--- src/rtl/icache_direct_if.sv ---
// Fetch-side and memory-side signals of the direct-mapped instruction cache.
// The cache takes the slave view; the datapath/controller side takes the master view.
interface icache_direct_if;
    // datapath fetch port
    logic        imemREN;
    logic [31:0] imemaddr;
    logic        ihit;
    logic [31:0] imemload;
    logic        flush;
    // memory controller instruction port
    logic        iREN;
    logic [31:0] iaddr;
    logic        iwait;
    logic [31:0] iload;

    modport slave (
        input  imemREN, imemaddr, flush, iwait, iload,
        output ihit, imemload, iREN, iaddr
    );

    modport master (
        output imemREN, imemaddr, flush, iwait, iload,
        input  ihit, imemload, iREN, iaddr
    );
endinterface

--- src/rtl/icache_direct.sv ---
// Direct-mapped read-only instruction cache: same-cycle hits, one-word fill on miss,
// whole-cache flush and hit/miss statistics counters.
module icache_direct #(
    parameter int SETS = 16,
    parameter int IDXW = $clog2(SETS),
    parameter int TAGW = 30 - IDXW
) (
    input  logic              CLK,
    input  logic              RST,
    icache_direct_if.slave    bus,
    output logic [31:0]       hit_count,
    output logic [31:0]       miss_count
);

    localparam logic [0:0] IDLE  = 1'b0;
    localparam logic [0:0] FETCH = 1'b1;

    logic [0:0]      state;
    logic [SETS-1:0] valid;
    logic [TAGW-1:0] tag_mem  [SETS];
    logic [31:0]     data_mem [SETS];
    logic [31:2]     miss_addr;

    logic [IDXW-1:0] idx;
    logic [TAGW-1:0] tag;
    logic [IDXW-1:0] miss_idx;
    logic [TAGW-1:0] miss_tag;
    logic            match;
    logic            fill;
    logic            unused_addr_bits;

    assign idx      = bus.imemaddr[IDXW+1:2];
    assign tag      = bus.imemaddr[31:IDXW+2];
    assign miss_idx = miss_addr[IDXW+1:2];
    assign miss_tag = miss_addr[31:IDXW+2];
    assign unused_addr_bits = ^bus.imemaddr[1:0];

    // A flush in the same cycle as the returning word wins: the fill is dropped.
    assign fill = (state == FETCH) && !bus.iwait && !bus.flush;

    always_comb begin
        // NOTE: every output gets a default first so no path leaves a latch behind.
        match        = 1'b0;
        bus.imemload = '0;
        if (state == IDLE && bus.imemREN && valid[idx] && tag_mem[idx] == tag) begin
            match        = 1'b1;
            bus.imemload = data_mem[idx];
        end
    end

    assign bus.ihit  = match;
    assign bus.iREN  = (state == FETCH);
    assign bus.iaddr = {miss_addr, 2'b00};

    // NOTE: state uses non-blocking assignments so every register samples pre-edge values.
    always_ff @(posedge CLK) begin
        if (RST) begin
            state      <= IDLE;
            valid      <= '0;
            miss_addr  <= '0;
            hit_count  <= '0;
            miss_count <= '0;
        end else begin
            if (match) begin
                hit_count <= hit_count + 32'd1;
            end
            case (state)
                IDLE: begin
                    if (bus.imemREN && !match && !bus.flush) begin
                        miss_addr  <= bus.imemaddr[31:2];
                        miss_count <= miss_count + 32'd1;
                        state      <= FETCH;
                    end
                end
                FETCH: begin
                    if (bus.flush || !bus.iwait) begin
                        state <= IDLE;
                    end
                end
                default: state <= IDLE;
            endcase
            if (fill) begin
                valid[miss_idx] <= 1'b1;
            end
            // Placed last so a flush clears the whole array regardless of the line above.
            if (bus.flush) begin
                valid <= '0;
            end
        end
    end

    // NOTE: tag/data arrays carry no reset; the valid bits alone decide whether a line is usable.
    always_ff @(posedge CLK) begin
        if (!RST && fill) begin
            tag_mem[miss_idx]  <= miss_tag;
            data_mem[miss_idx] <= bus.iload;
        end
    end

endmodule

--- src/flat_wrapper.sv ---
// flat-port wrapper written by rule: the top's interface ports become plain ports
module icache_direct_flat 
#(
    parameter int SETS = 16,
    parameter int IDXW = $clog2(SETS),
    parameter int TAGW = 30 - IDXW
)
  (CLK, RST, hit_count, miss_count, bus_imemREN, bus_imemaddr, bus_flush, bus_iwait, bus_iload, bus_ihit, bus_imemload, bus_iREN, bus_iaddr);
  icache_direct_if bus_i ();
  input  logic CLK;
  input  logic RST;
  output logic [31:0] hit_count;
  output logic [31:0] miss_count;
  input wire logic [$bits(bus_i.imemREN)-1:0] bus_imemREN;
  input wire logic [$bits(bus_i.imemaddr)-1:0] bus_imemaddr;
  input wire logic [$bits(bus_i.flush)-1:0] bus_flush;
  input wire logic [$bits(bus_i.iwait)-1:0] bus_iwait;
  input wire logic [$bits(bus_i.iload)-1:0] bus_iload;
  output wire logic [$bits(bus_i.ihit)-1:0] bus_ihit;
  output wire logic [$bits(bus_i.imemload)-1:0] bus_imemload;
  output wire logic [$bits(bus_i.iREN)-1:0] bus_iREN;
  output wire logic [$bits(bus_i.iaddr)-1:0] bus_iaddr;
  assign bus_i.imemREN = bus_imemREN;
  assign bus_i.imemaddr = bus_imemaddr;
  assign bus_i.flush = bus_flush;
  assign bus_i.iwait = bus_iwait;
  assign bus_i.iload = bus_iload;
  assign bus_ihit = bus_i.ihit;
  assign bus_imemload = bus_i.imemload;
  assign bus_iREN = bus_i.iREN;
  assign bus_iaddr = bus_i.iaddr;
  icache_direct #(.SETS(SETS), .IDXW(IDXW), .TAGW(TAGW)) u_core (.CLK(CLK), .RST(RST), .bus(bus_i), .hit_count(hit_count), .miss_count(miss_count));
endmodule
--- config.mk ---
export PLATFORM = sky130hd
export DESIGN_NAME = icache_direct_flat
export DESIGN_NICKNAME = d
export VERILOG_FILES = /design/src/rtl/icache_direct_if.sv /design/src/rtl/icache_direct.sv /design/src/flat_wrapper.sv
export SDC_FILE = /design/constraint.sdc
export NUM_CORES = 1
export LEC_CHECK = 0
export CAP_MARGIN = 20
export CORE_MARGIN = 10
export CORE_UTILIZATION = 50
export DETAILED_ROUTE_END_ITERATION = 8
export PLACE_DENSITY = 0.8
export SETUP_SLACK_MARGIN = 0.2
export SYNTH_ARGS = -nofsm -noshare
export SYNTH_HDL_FRONTEND = slang
export SYNTH_SLANG_ARGS = --single-unit
--- constraint.sdc ---
create_clock -name CLK -period 6.4 [get_ports CLK]
set_input_delay 1.28 -clock CLK [delete_from_list [all_inputs] [get_ports CLK]]
set_output_delay 1.28 -clock CLK [all_outputs]
set_load 0.05 [all_outputs]
* Word level (Yosys, flattened, before mapping)
Memories as Yosys holds them, arrays and structs flattened.
Cells that the tools add are included.
** Word-level totals
- Register bits :: 111
- Bits in latches :: 0
- RAM bits :: 928
- Bits in read-only memories :: 0
- Output and inout bits :: 130
- Logic and storage cells :: 42
- Memories kept :: 2
** Memory list
- u_core.data_mem :: words 16, bits a word 32, rd ports 1, clocked after Yosys merged registers in 0, wr ports 1, RTL line icache_direct.sv:21 : logic [31:0] data_mem [SETS];
- u_core.tag_mem :: words 16, bits a word 26, rd ports 1, clocked after Yosys merged registers in 0, wr ports 1, RTL line icache_direct.sv:20 : logic [TAGW-1:0] tag_mem [SETS];
** Cells by class
- Add/subtract/negate cells :: 2
- Multiply operators :: 0
- Div/mod/pow operators :: 0
- $lt $le $gt $ge :: 3
- Equal/unequal tests :: 1
- Shift-type cells :: 0
- Multiplexer cells :: 11
- Bitwise operators :: 2
- Reductions and logical operators :: 16
** Operators with widths (number)
- $add 32x1->32 const B :: 2
- $mux 32 :: 1
- $eq 26x26->1 :: 1
- $or 16x16->16 :: 1
- $lt 4x5->1 const B :: 2
- $logic_and 1x1->1 :: 9
- $mux 1 :: 7
- $bmux 1 s4 :: 1
- $demux 1 s4 :: 1
- $ge 4x1->1 const B :: 1
- $logic_not 1->1 :: 4
- $pmux 1 s2 :: 1
- $reduce_and 2->1 :: 1
- $reduce_or 2->1 :: 1
- $logic_or 1x1->1 :: 1
- $not 1->1 :: 1

* Longest topological paths before layout
- Depth in word-level cells :: 10
- Mapped depth :: 17
- Gate-level depth less buffers :: 10

* Least setup slack after synthesis
OpenSTA, ideal clock, no wires.
- Path kind :: input port to output port
- Start point :: in bus_imemaddr[2]
- End point :: out bus_imemload[22]
- Arrival :: 5.266 ns
- Path slack :: -0.146 ns
- Stages on the path :: 15
- Path buffers :: 6
- Cells stage by stage :: buf_6 > buf_8 > buf_6 > buf_6 > buf_2 > mux4_2 > nor3b_1 > nor4_1 > nand4_1 > nor4_1 > nand4_1 > or2_1 > inv_1 > clkbuf_1 > and2_1
** On the way
- Longest elaborated chain between the ends :: 5
** Ends and longest elaborated chain
- from (decl) :: RTL line flat_wrapper.sv:15 : input wire logic [$bits(bus_i.imemaddr)-1:0] bus_imemaddr;
- parallel branches: the longest is 4 deep, another holds $mem_v2 16x26
- $mux 32 (*) :: RTL line icache_direct.sv:45 : if (state == IDLE && bus.imemREN && valid[idx] && tag_mem[idx] == tag) begin
- to (decl) :: RTL line flat_wrapper.sv:20 : output wire logic [$bits(bus_i.imemload)-1:0] bus_imemload;
Every way passes the cells marked *. The select of a mux whose other input is x is not followed.

* Worst setup path in the final report
- Start point :: in bus_imemaddr[3]
- End point :: out bus_imemload[0]
The elaborated chain is that of the path after synthesis.

==> flow_metrics.tcl <==
set metrics [dict create \
    syn_area_per_cell_sq_um 19.81 \
    wl_met2_mm 51.32 \
    syn-cell-area_sq_um 40930 \
    grt_antenna_before_repair 4 \
    clkLatencyLatePin_ns 0.67 \
    synth_top_cell_area_share_pct 68.09 \
    drtIter0Drc 2459 \
    finalMaxSlewViolations 0 \
    wl_per_cell_um 29.08 \
    cp_max_fo 10 \
    required_ns 5.12 \
    synthMuxAreaShare_pct 17.17 \
    min_period_over_period_pct 95.37 \
    worstSetupPathType "in2out" \
    synthAdderAreaFrac_pct 0.06114 \
    gp_congestion 0.8409 \
    final_cells 3477 \
    io-pin-count 199 \
    postRouteAntennaNets 0 \
    firstDrtPassIters 7 \
    vias_per_cell 6.261 \
    seq_area_frac_synth_pct 73.51 \
    synth_xor_area_share_pct 0.8957 \
    worst_path_max_delay_cell "mux4_2" \
    fmax_ghz 0.1638 \
    cts_tree "done" \
    ir_drop_mv 0.2497 \
    p_total_mw 13.91 \
    met1_length_mm 38.09 \
    port_buffers 194 \
    hold_viol 0 \
    ys_ff_latch 1039 \
    rsz0062_at_grt "no" \
    fp.dieW_um 306.1 \
    n_fill_cell 5494 \
    drive_gt1_share_pct 25.16 \
    hold_ws_ns 0.4778 \
    die_h_um 306.1 \
    fin_ws_ns 0.2964 \
    grtUsageTotal_pct 21.01 \
    drc_errors 0 \
    root_buffer "clkbuf_16" \
    grt-ovfl-total 0 \
    top_signal_layer_used "met5" \
    end_kind "output pin" \
    min_path_type "reg2reg" \
    synth_edf_count 928 \
    synthCells 2066 \
    route.met3.wl_mm 9.171 \
    yosys-top-cells-area "edfxtp_1, mux4_2, dfxtp_1" \
    nets 2403 \
    dp_hpwl_mm 55.12 \
    grt_pass1_vias 22180 \
    dpl.cell_count 3280 \
    grt_pass1_wl_mm 147.5 \
    fin_area_sq_um 48370 \
    p_leak_nw 16.12 \
    wl_mm 101.1 \
    htreeDepth 3 \
    powerDensity_nw_per_um2 287.6 \
    die-area_sq_um 93700 \
    critical-path-top-delay-family "simple AND/OR/NAND/NOR gates" \
    cts_buffers 100 \
    start_kind "input port" \
    async_flop_share_pct 0 \
    synth-compound-area-share_pct 1.840 \
    clk_pin_slew_ns 0.05 \
    period_minus_slack_ns 6.104 \
    diodes 0 \
    grt_start_max_net_pins 96 \
    ys.flop_type "edfxtp_1" \
    start_util_pct 50.65 \
    core_area_sq_um 80810 \
    post-synth-top-area-cell "edfxtp_1" \
    slew-limit-headroom_pct 24.96 \
    synth.distinct_cells 71 \
    cp_data_arrival_time_ns 4.82 \
    fin_worst_skew_ns 0.02209 \
    cts_max_path_buffers 3 \
    pre_cts_slack_ns 0.1285 \
    crit_buf_inv 7 \
    synth_top_family_by_area "multiplexers" \
    yosys_warnings 0 \
    placed_cell_area_sq_um 44800 \
    crit_path_cell_trace "buf_16 -> mux4_2 -> mux4_2 -> xnor2_2 -> buf_4 -> inv_1 -> or4_1 -> or3_4 -> or2_4 -> clkinvlp_4 -> buf_12 -> clkbuf_16 -> and2_4 -> buf_12" \
    setup_viol 0 \
    max_stage_delay_ns 0.54 \
    cts_sinks 1039 \
    cap_viol_max_count 0 \
    fp-row-count 104 \
    status "completed" \
    holdBufCountCts 0 \
    area.growth.synth_to_final_pct 18.18 \
    tightest_slew_ns 1.126 \
    num_vias 21770 \
    synthSimpleGateAreaFrac_pct 4.998 \
]
[Yosys cell counts, types with 4 or more instances]
cell	n
o2111ai_1	8
o31ai_1	7
and3_1	27
nor2_1	117
a21oi_1	45
edfxtp_1	928
nor2b_1	25
inv_1	17
nand2b_1	10
buf_2	16
a221oi_1	4
xor2_1	21
mux2_2	15
nor4_1	12
or4_1	10
nand2_1	35
buf_1	15
buf_4	18
nand3_1	26
or2_2	5
dfxtp_1	111
clkbuf_1	49
and2_1	37
nand4_1	23
nor3_1	15
xnor2_1	19
or3_1	15
o21ai_0	18
nand3b_1	4
o22ai_1	7
buf_6	7
mux4_2	269
a211oi_1	5
and4_1	6
mux2i_1	70
[state kept, by name, summed over array words and instances, names as in the netlist]
register	flops
u_core.bus.iREN	1
u_core.data_mem	512
u_core.hit_count	32
u_core.miss_addr	30
u_core.miss_count	32
u_core.tag_mem	416
u_core.valid	16
[report_power, final]
part	internal [mW]	leakage (nW)	switching [mW]
Sequential	7.39	9.75	0.0434
Combinational	0.285	4.79	0.366
Clock	3.31	1.58	2.52
[repair_timing]
item / in CTS / in global routing
pin swaps: 0 / 1
cloned: 0 / 5
setup endpoints to repair: 32 / 33
resized for setup: 9 / 31
setup buffers: 0 / 4
endpoints found under the hold margin: 0 / 0
[worst register-to-register path, stage by stage, from the launching register on]
cell      delay, ns
edfxtp_1       0.42
mux4_2         0.52
mux4_2         0.51
xnor2_2        0.22
buf_4          0.16
inv_1          0.04
or4_1          0.49
or3_4          0.42
buf_4          0.22
o21ai_4        0.53
buf_12         0.36
mux2i_1        0.32
nor2_1         0.08
[cells in the final DEF (no fill, tap or decap), drive strengths merged, types with 36 or more instances in the layout]
cell,n
edfxtp,928
a21oi,45
mux4,272
and2,39
clkbuf,136
buf,109
clkdlybuf4s50,156
nor2,117
nand2,36
dfxtp,111
clkinv,41
mux2i,70
[kinds of logic after synthesis]
group,Yosys count
compound gates,117
xor+xnor,41
fa+ha+maj,2
buf+inv,124
flops,1039
mux,359
other cells,1
simple gates,383
[per-stage QoR]
stage / setup TNS (ns) / util [%]
2_1_floorplan: -10.66 / -
3_3_place_gp: 0 / 55.43
3_5_place_dp: 0 / 55.45
4_1_cts: 0 / 59.48
5_1_grt: 0 / 59.86
6_report: 0 / 59.86
[layout make-up]
cell class,count,area [sq um],area share [%]
clock buffers,132,2664,5.507
clock inverters,55,566.8,1.172
inverters,18,73.82,0.1526
multi-input cells,904,10450,21.60
flip-flops and latches,1039,30090,62.20
well taps,1060,1326,2.742
repair buffers,269,3203,6.622
[worst paths after layout]
path / cells after the start / slack [ns] / start / end
min reg2reg: 2 / 0.48 / u_core.valid[12] / u_core.valid[12]
max: 14 / 0.30 / bus_imemaddr[3] / bus_imemload[0]
max reg2reg: 12 / 1.99 / u_core.tag_mem[14][17] / u_core.miss_addr[16]
min: 2 / 0.48 / u_core.valid[12] / u_core.valid[12]
[layer usage]
layer / global-route usage, % / vias up
li1: - / 9008
met1: 27.42 / 11310
met2: 35.60 / 1260
met3: 4.308 / 191
met4: 5.861 / 6
met5: 0 / -
Power figures use the tool's default switching activity.
